==> config.mk <==
export PLATFORM = sky130hd
export DESIGN_NAME = eeg_sample_loader
export DESIGN_NICKNAME = d
export VERILOG_FILES = /design/src/rtl/eeg_sample_loader.sv
export SDC_FILE = /design/constraint.sdc
export NUM_CORES = 1
export LEC_CHECK = 0
export CORE_UTILIZATION = 50
export CTS_CLUSTER_DIAMETER = 100
export DETAILED_ROUTE_END_ITERATION = 8
export PLACE_DENSITY = 0.8
export SKIP_CTS_REPAIR_TIMING = 1
export SLEW_MARGIN = 30
export SYNTH_ARGS = -nofsm -noshare
export SYNTH_HDL_FRONTEND = slang
export SYNTH_SLANG_ARGS = --single-unit
==> constraint.sdc <==
create_clock -name clk -period 2.4 [get_ports clk]
set_clock_uncertainty 0.05 [all_clocks]
set_input_delay 0.48 -clock clk [delete_from_list [all_inputs] [get_ports clk]]
set_output_delay 0.48 -clock clk [all_outputs]
set_load 0.02 [all_outputs]
==> src/rtl/eeg_sample_loader.sv <==
// eeg_sample_loader: streams one epoch of ADC samples as Q20 words into int-res memory through a 2-entry FIFO.
// Define EEG_LOADER_OVERRUN_CHECK_EN to swallow post-epoch samples and flag them on a sticky overrun output.
module eeg_sample_loader #(
    parameter int NUM_SAMPLES = 3840,
    parameter int BASE_ADDR   = 0,
    parameter int FRAC_SHIFT  = 5
) (
    input  logic        clk,
    input  logic        rst_n,
    input  logic        start,
    input  logic [15:0] adc_data,
    input  logic        adc_valid,
    output logic        adc_ready,
    output logic        mem_req,
    input  logic        mem_gnt,
    output logic [15:0] mem_addr,
    output logic [29:0] mem_data,
    output logic        mem_width,
    output logic        busy,
`ifdef EEG_LOADER_OVERRUN_CHECK_EN
    output logic        overrun,
`endif
    output logic        done
);
    localparam int CW = $clog2(NUM_SAMPLES + 1);
    typedef enum logic [1:0] {IDLE, LOADING, DRAIN, DONE} state_t;
    state_t state;
    logic [CW-1:0] acc_cnt, wr_cnt;
    logic [1:0] fifo_cnt;
    logic [29:0] head, tail, conv;
    logic [15:0] s16;
    logic go, load_ready, push, pop;
    assign s16 = adc_data ^ 16'h8000;
    assign conv = {{14{s16[15]}}, s16} << FRAC_SHIFT;
    assign go = start && (state == IDLE || state == DONE);
    assign load_ready = state == LOADING && fifo_cnt != 2'd2 && acc_cnt < CW'(NUM_SAMPLES);
    assign push = adc_valid && load_ready;
    assign pop = mem_req && mem_gnt;
    assign mem_req = fifo_cnt != 2'd0;
    assign mem_data = head;
    assign mem_addr = 16'(BASE_ADDR) + 16'(wr_cnt);
    assign mem_width = 1'b1;
    assign busy = state == LOADING || state == DRAIN;
    assign done = state == DRAIN && pop && wr_cnt == CW'(NUM_SAMPLES - 1);
`ifdef EEG_LOADER_OVERRUN_CHECK_EN
    assign adc_ready = load_ready || state == DONE;
    always_ff @(posedge clk or negedge rst_n) begin
        if (!rst_n) overrun <= 1'b0;
        else if (go) overrun <= 1'b0;
        else if (state == DONE && adc_valid) overrun <= 1'b1;
    end
`else
    assign adc_ready = load_ready;
`endif
    always_ff @(posedge clk or negedge rst_n) begin
        if (!rst_n) begin
            state    <= IDLE;
            acc_cnt  <= '0;
            wr_cnt   <= '0;
            fifo_cnt <= '0;
            head     <= '0;
            tail     <= '0;
        end else if (go) begin
            state    <= LOADING;
            acc_cnt  <= '0;
            wr_cnt   <= '0;
            fifo_cnt <= '0;
        end else begin
            acc_cnt  <= acc_cnt + CW'(push);
            wr_cnt   <= wr_cnt + CW'(pop);
            fifo_cnt <= fifo_cnt + 2'(push) - 2'(pop);
            // push with pop only happens at occupancy 1, so the new sample becomes the head directly
            if (pop) head <= push ? conv : tail;
            else if (push && fifo_cnt == 2'd0) head <= conv;
            if (push && !pop && fifo_cnt == 2'd1) tail <= conv;
            if (push && acc_cnt == CW'(NUM_SAMPLES - 1)) state <= DRAIN;
            if (done) state <= DONE;
        end
    end
endmodule

Word level (Yosys, flattened, before mapping)
Index checks and enable logic that the tools add are counted.
{"block": "classes", "n_eq_ne": 7, "n_bitwise": 2, "addsub": 4, "n_mul": 0, "shift": 0, "div_mod_pow": 0, "n_lt_le_gt_ge": 1, "n_reduce_logical": 21, "n_mux": 9}
{"op": "30-bit two-way mux", "n": 3}
{"op": "12-bit by 1-bit adder with 12-bit output", "n": 2}
{"op": "12-bit == test (second input constant)", "n": 2}
{"op": "12-bit two-way mux", "n": 2}
{"op": "12-bit < comparator (second input constant)", "n": 1}
{"op": "1-bit logical AND", "n": 11}
{"op": "2-bit two-way mux", "n": 4}
{"op": "2-bit by 1-bit == test with 1-bit output (second input constant)", "n": 2}
{"op": "2-bit == test (second input constant)", "n": 2}
{"op": "2-bit logical NOT", "n": 2}
{"op": "2-bit AND reduction", "n": 2}
{"op": "2-bit nonzero test", "n": 2}
{"op": "3-bit nonzero test", "n": 1}
{"op": "2-bit by 1-bit adder with 2-bit output", "n": 1}
{"op": "1-bit logical OR", "n": 2}
{"op": "2-bit != test (second input constant)", "n": 1}
{"op": "1-bit NOT", "n": 2}
{"op": "2-bit by 1-bit subtractor with 2-bit output", "n": 1}
{"op": "1-bit logical NOT", "n": 1}
{"block": "totals", "latch_bits": 0, "out_inout_bits": 51, "ff_bits": 74, "word_cells": 50, "in_bits": 21, "ram_bits": 0, "memories": 0, "mem_bits_ro": 0}

Longest topological paths before layout
{"block": "depth", "ltp_word": 8, "depth_mapped": 11, "ltp_nobuf": 10}

Worst setup path before layout
Ideal clock, no wire load.
{"block": "synth_timing", "kind": "reg2reg", "startpoint": "register state[1]", "endpoint": "register tail[10]", "setup_ns": 0.125, "path_buffers": 2, "period_less_slack_ns": 2.158, "required_time_ns": 2.225, "stages_incl_launch_ff": 11, "arrival_time_ns": 1.983, "setup_slack_ns": 0.242, "path_cell_list": "dfrtp_1 inv_1 ha_1 nand4_4 inv_2 buf_6 ha_1 nand2_1 nor3_4 buf_4 mux2_2"}
{"block": "synth_between", "elab_chain_len": 7, "elab_cells_between_ends": 12, "classes_between": "eq/ne: 2; bitwise: 1; reduce/logical: 9"}
{"item": "start, declared", "line_no": "27", "rtl": "state_t state;"}
{"item": "start signal, assigned", "line_no": "57", "rtl": "state <= IDLE;"}
{"item": "start signal, assigned", "line_no": "64", "rtl": "state <= LOADING;"}
{"item": "start signal, assigned", "line_no": "76", "rtl": "if (push && acc_cnt == CW'(NUM_SAMPLES - 1)) state <= DRAIN;"}
{"item": "2-bit by 1-bit == test with 1-bit output", "line_no": "36", "rtl": "assign load_ready = state == LOADING && fifo_cnt != 2'd2 && acc_cnt < CW'(NUM_SAMPLES);"}
{"item": "1-bit logical AND (2 in a row)", "line_no": "36"}
{"item": "1-bit logical AND", "line_no": "37", "rtl": "assign push = adc_valid && load_ready;"}
{"item": "1-bit logical AND (2 in a row)", "line_no": "75", "rtl": "if (push && !pop && fifo_cnt == 2'd1) tail <= conv;"}
{"item": "2-bit AND reduction (no source line) *"}
{"item": "end signal, assigned", "line_no": "75"}
{"item": "end, declared", "line_no": "30", "rtl": "logic [29:0] head, tail, conv;"}
Mark *: on every way between the ends. The rest lies on a longest branch, timed or not.
A chain may end at the register's enable or synchronous reset.

Final worst setup path
{"block": "layout_timing", "startpoint": "register state[0]", "endpoint": "output port busy"}
{"block": "layout_between", "elab_chain_len": 2, "elab_cells_between_ends": 3, "classes_between": "eq/ne: 2; reduce/logical: 1"}
{"item": "2-bit by 1-bit == test with 1-bit output / 2-bit == test (equally long branches)", "line_no": "43", "rtl": "assign busy = state == LOADING || state == DRAIN;"}
{"item": "1-bit logical OR *", "line_no": "43"}
{"item": "end, declared", "line_no": "19", "rtl": "output logic busy,"}
Marked as above.

==> metrics.txt <==
status finished clean; clk_lat worst skew 340 ps; sw frac 0.203; gp weighted congestion 0.765; critical path arrival 1750 ps; Initial Util 0.530; setup TNS 0 ps; largest net degree at the start of global routing 26; RSZ-0062 raised after global routing no; Lkg Pwr 1.91 nW; final hold slack 70.5 ps; Cell Area, Synth 2990 um2; Max-slew headroom 0.626; VDD IR-drop max 0.000315 V; Met3 Wirelength 246 um; Synth warnings 0; DR top layer met4; buffer depth of the longest clock path 2; Total Power 2.14 mW; final instance area 3900 um2; kind of critical path reg2out; Async S/R FF share, synth 1.00; Core Area 5640 um2; Die Height 79.3 um; DRC 0; Worst-path clk slew 70 ps; DP Worst Slack -126 ps; FF+latch count, synth 60; die area 6290 um2; Post-synth EDFFs 0; Placed Area 3660 um2; GRT overflow 0; Final period util 0.950; share of cells above drive strength 1 0.223; IO Port Bufs 61; Cell variety after synth 43; Sink Count 60; Fillers 410; CTS tree yes; drt pass-1 iters 4; Slew Viols, Final 0; fin crit period 2280 ps; Fmax 0.439 GHz; Setup crit start kind flop; met2 wire length 2850 um; WL final 6030 um; All-Layer GR Usage 0.216; ys flop type dfrtp_1; Combinational Power Share 0.035; antenna violations before repair 0; die span in x 79.3 um; CP Max Fanout 3; Layout Utilization 0.692; Critical Path RT 1870 ps; Final Non-Filler Cells 409; cell count after synthesis 261; Switching Power 0.434 mW; first-pass GRT wire length 10300 um; Vias per Instance 5.25; Fin. Hold Viols 0; htree depth 3; HP Class in2async; synth-to-layout area growth 30.6%; multi-input logic area 1270 um2; Vias 2147; register area share after synthesis 0.502; final HPWL from detailed placement 4160 um; setup ws final 120 ps; Clk pwr share 0.493; Mean Syn Cell Area 11.5 um2; measured slew at the worst slew-check pin 561 ps; number of antenna-violating nets in the routed design 0; power per standard cell area 549 nW/um2; Max Cap Violations 0; IO Count 72; Avg WL per Cell 14.7 um; Int Power 1.71 mW; antenna cells 0; Nets 362; Routed met1 length 2810 um; CTS Buf Count 9; Final setup viols 0; vias in the first global route 2155; placed cell count 393; Crit. End Element output pin; row count 27; Seq pwr share 0.472; FF+latch area 1500 um2; CTS root buffer clkbuf_8; first-iteration detailed-routing DRC count 65
## cell type report
class,instances,share of cell area
clock buffer,12,0.0423
clock inverter,4,0.0180
inverter,10,0.00962
multi-input combinational,171,0.326
sequential,60,0.385
tap,72,0.0231
timing repair buffer,80,0.196
## cell families (layout without fill, tap and decap cells)
family	after synthesis	after routing	share of synthesized area
AOI/OAI and AO/OA	24	24	0.0787
xor gates and xnor gates	20	20	0.0586
adders and majority gates	9	9	0.0377
buffers and inverters	38	106	0.0820
DFF	60	60	0.502
muxes	16	16	0.0603
other	2	10	0.00251
and+or+nand+nor	92	92	0.178
## synth_stat cells, types with 2 or more instances
cell type  count  area share
and2_1         6       0.013
and3_1         4      0.0084
and4_1         3      0.0088
buf_1          2      0.0025
buf_4         21       0.053
buf_6          3       0.011
conb_1         2      0.0025
dfrtp_1       60        0.50
ha_1           9       0.038
inv_1          8       0.010
inv_2          2      0.0025
mux2_2        15       0.057
nand2_1       10       0.013
nand3_1        8       0.013
nand4_1        8       0.017
nor2_1        25       0.031
nor3_1         2      0.0033
o21ai_0        2      0.0033
o221a_1       10       0.038
o221a_2        5       0.019
or3_1         10       0.021
or3_2          7       0.018
xnor2_1        7       0.021
xor2_1        13       0.038
## layer usage
layer	vias up	track usage
met5	-	0
met4	0	0.109
met3	13	0.0425
met2	63	0.347
met1	1041	0.276
li1	1030	-
## path summary, 6_finish.rpt
path / start / endpoint / slack, ps / cells after the start
setup / recovery: state[0] / busy / 120 / 4
hold / removal: rst_n / mem_data[9] / 70 / 1
setup reg to reg: state[1] / acc_cnt[11] / 350 / 9
hold reg to reg: tail[8] / tail[8] / 440 / 1
max in group asynchronous: rst_n / state[0] / 1570 / 2
min in group clk: tail[8] / tail[8] / 440 / 1
## power by group through the flow
stage               Combinational (mW)  Clock, mW  Sequential, mW
floorplan                       0.0269          0            1.03
global placement                0.0753          0            1.03
detailed placement              0.0757          0            1.03
CTS                             0.0762       1.07            1.01
global route                    0.0833       1.12            1.01
finish                          0.0746       1.06            1.01
## critical path, cell delays in order (launching register included)
cell	delay [ps]
dfrtp_1	380
inv_1	60
ha_1	320
inv_1	60
clkdlybuf4s50_1	600
## state kept, by name, summed over array words and instances, names as in the netlist
name	flops
acc_cnt	12
state	2
mem_data	16
wr_cnt	12
tail	16
fifo_cnt	2
## layout by cell type, fill, tap and decap left out, types with 2 or more instances in the layout
cell type	count
and2_1	6
and3_1	4
and4_1	3
buf_4	18
bufinv_16	2
clkbuf_8	12
clkdlybuf4s50_1	58
clkinv_2	2
conb_1	10
dfrtp_1	60
dlymetal6s2s_1	2
ha_1	9
inv_1	8
inv_2	2
mux2_2	15
nand2_1	10
nand3_1	8
nand4_1	8
nor2_1	25
nor3_1	2
o21ai_0	2
o221a_1	10
o221a_2	5
or3_1	10
or3_2	7
xnor2_1	7
xor2_1	13
Note: power is estimated with default switching activity, not from simulation.
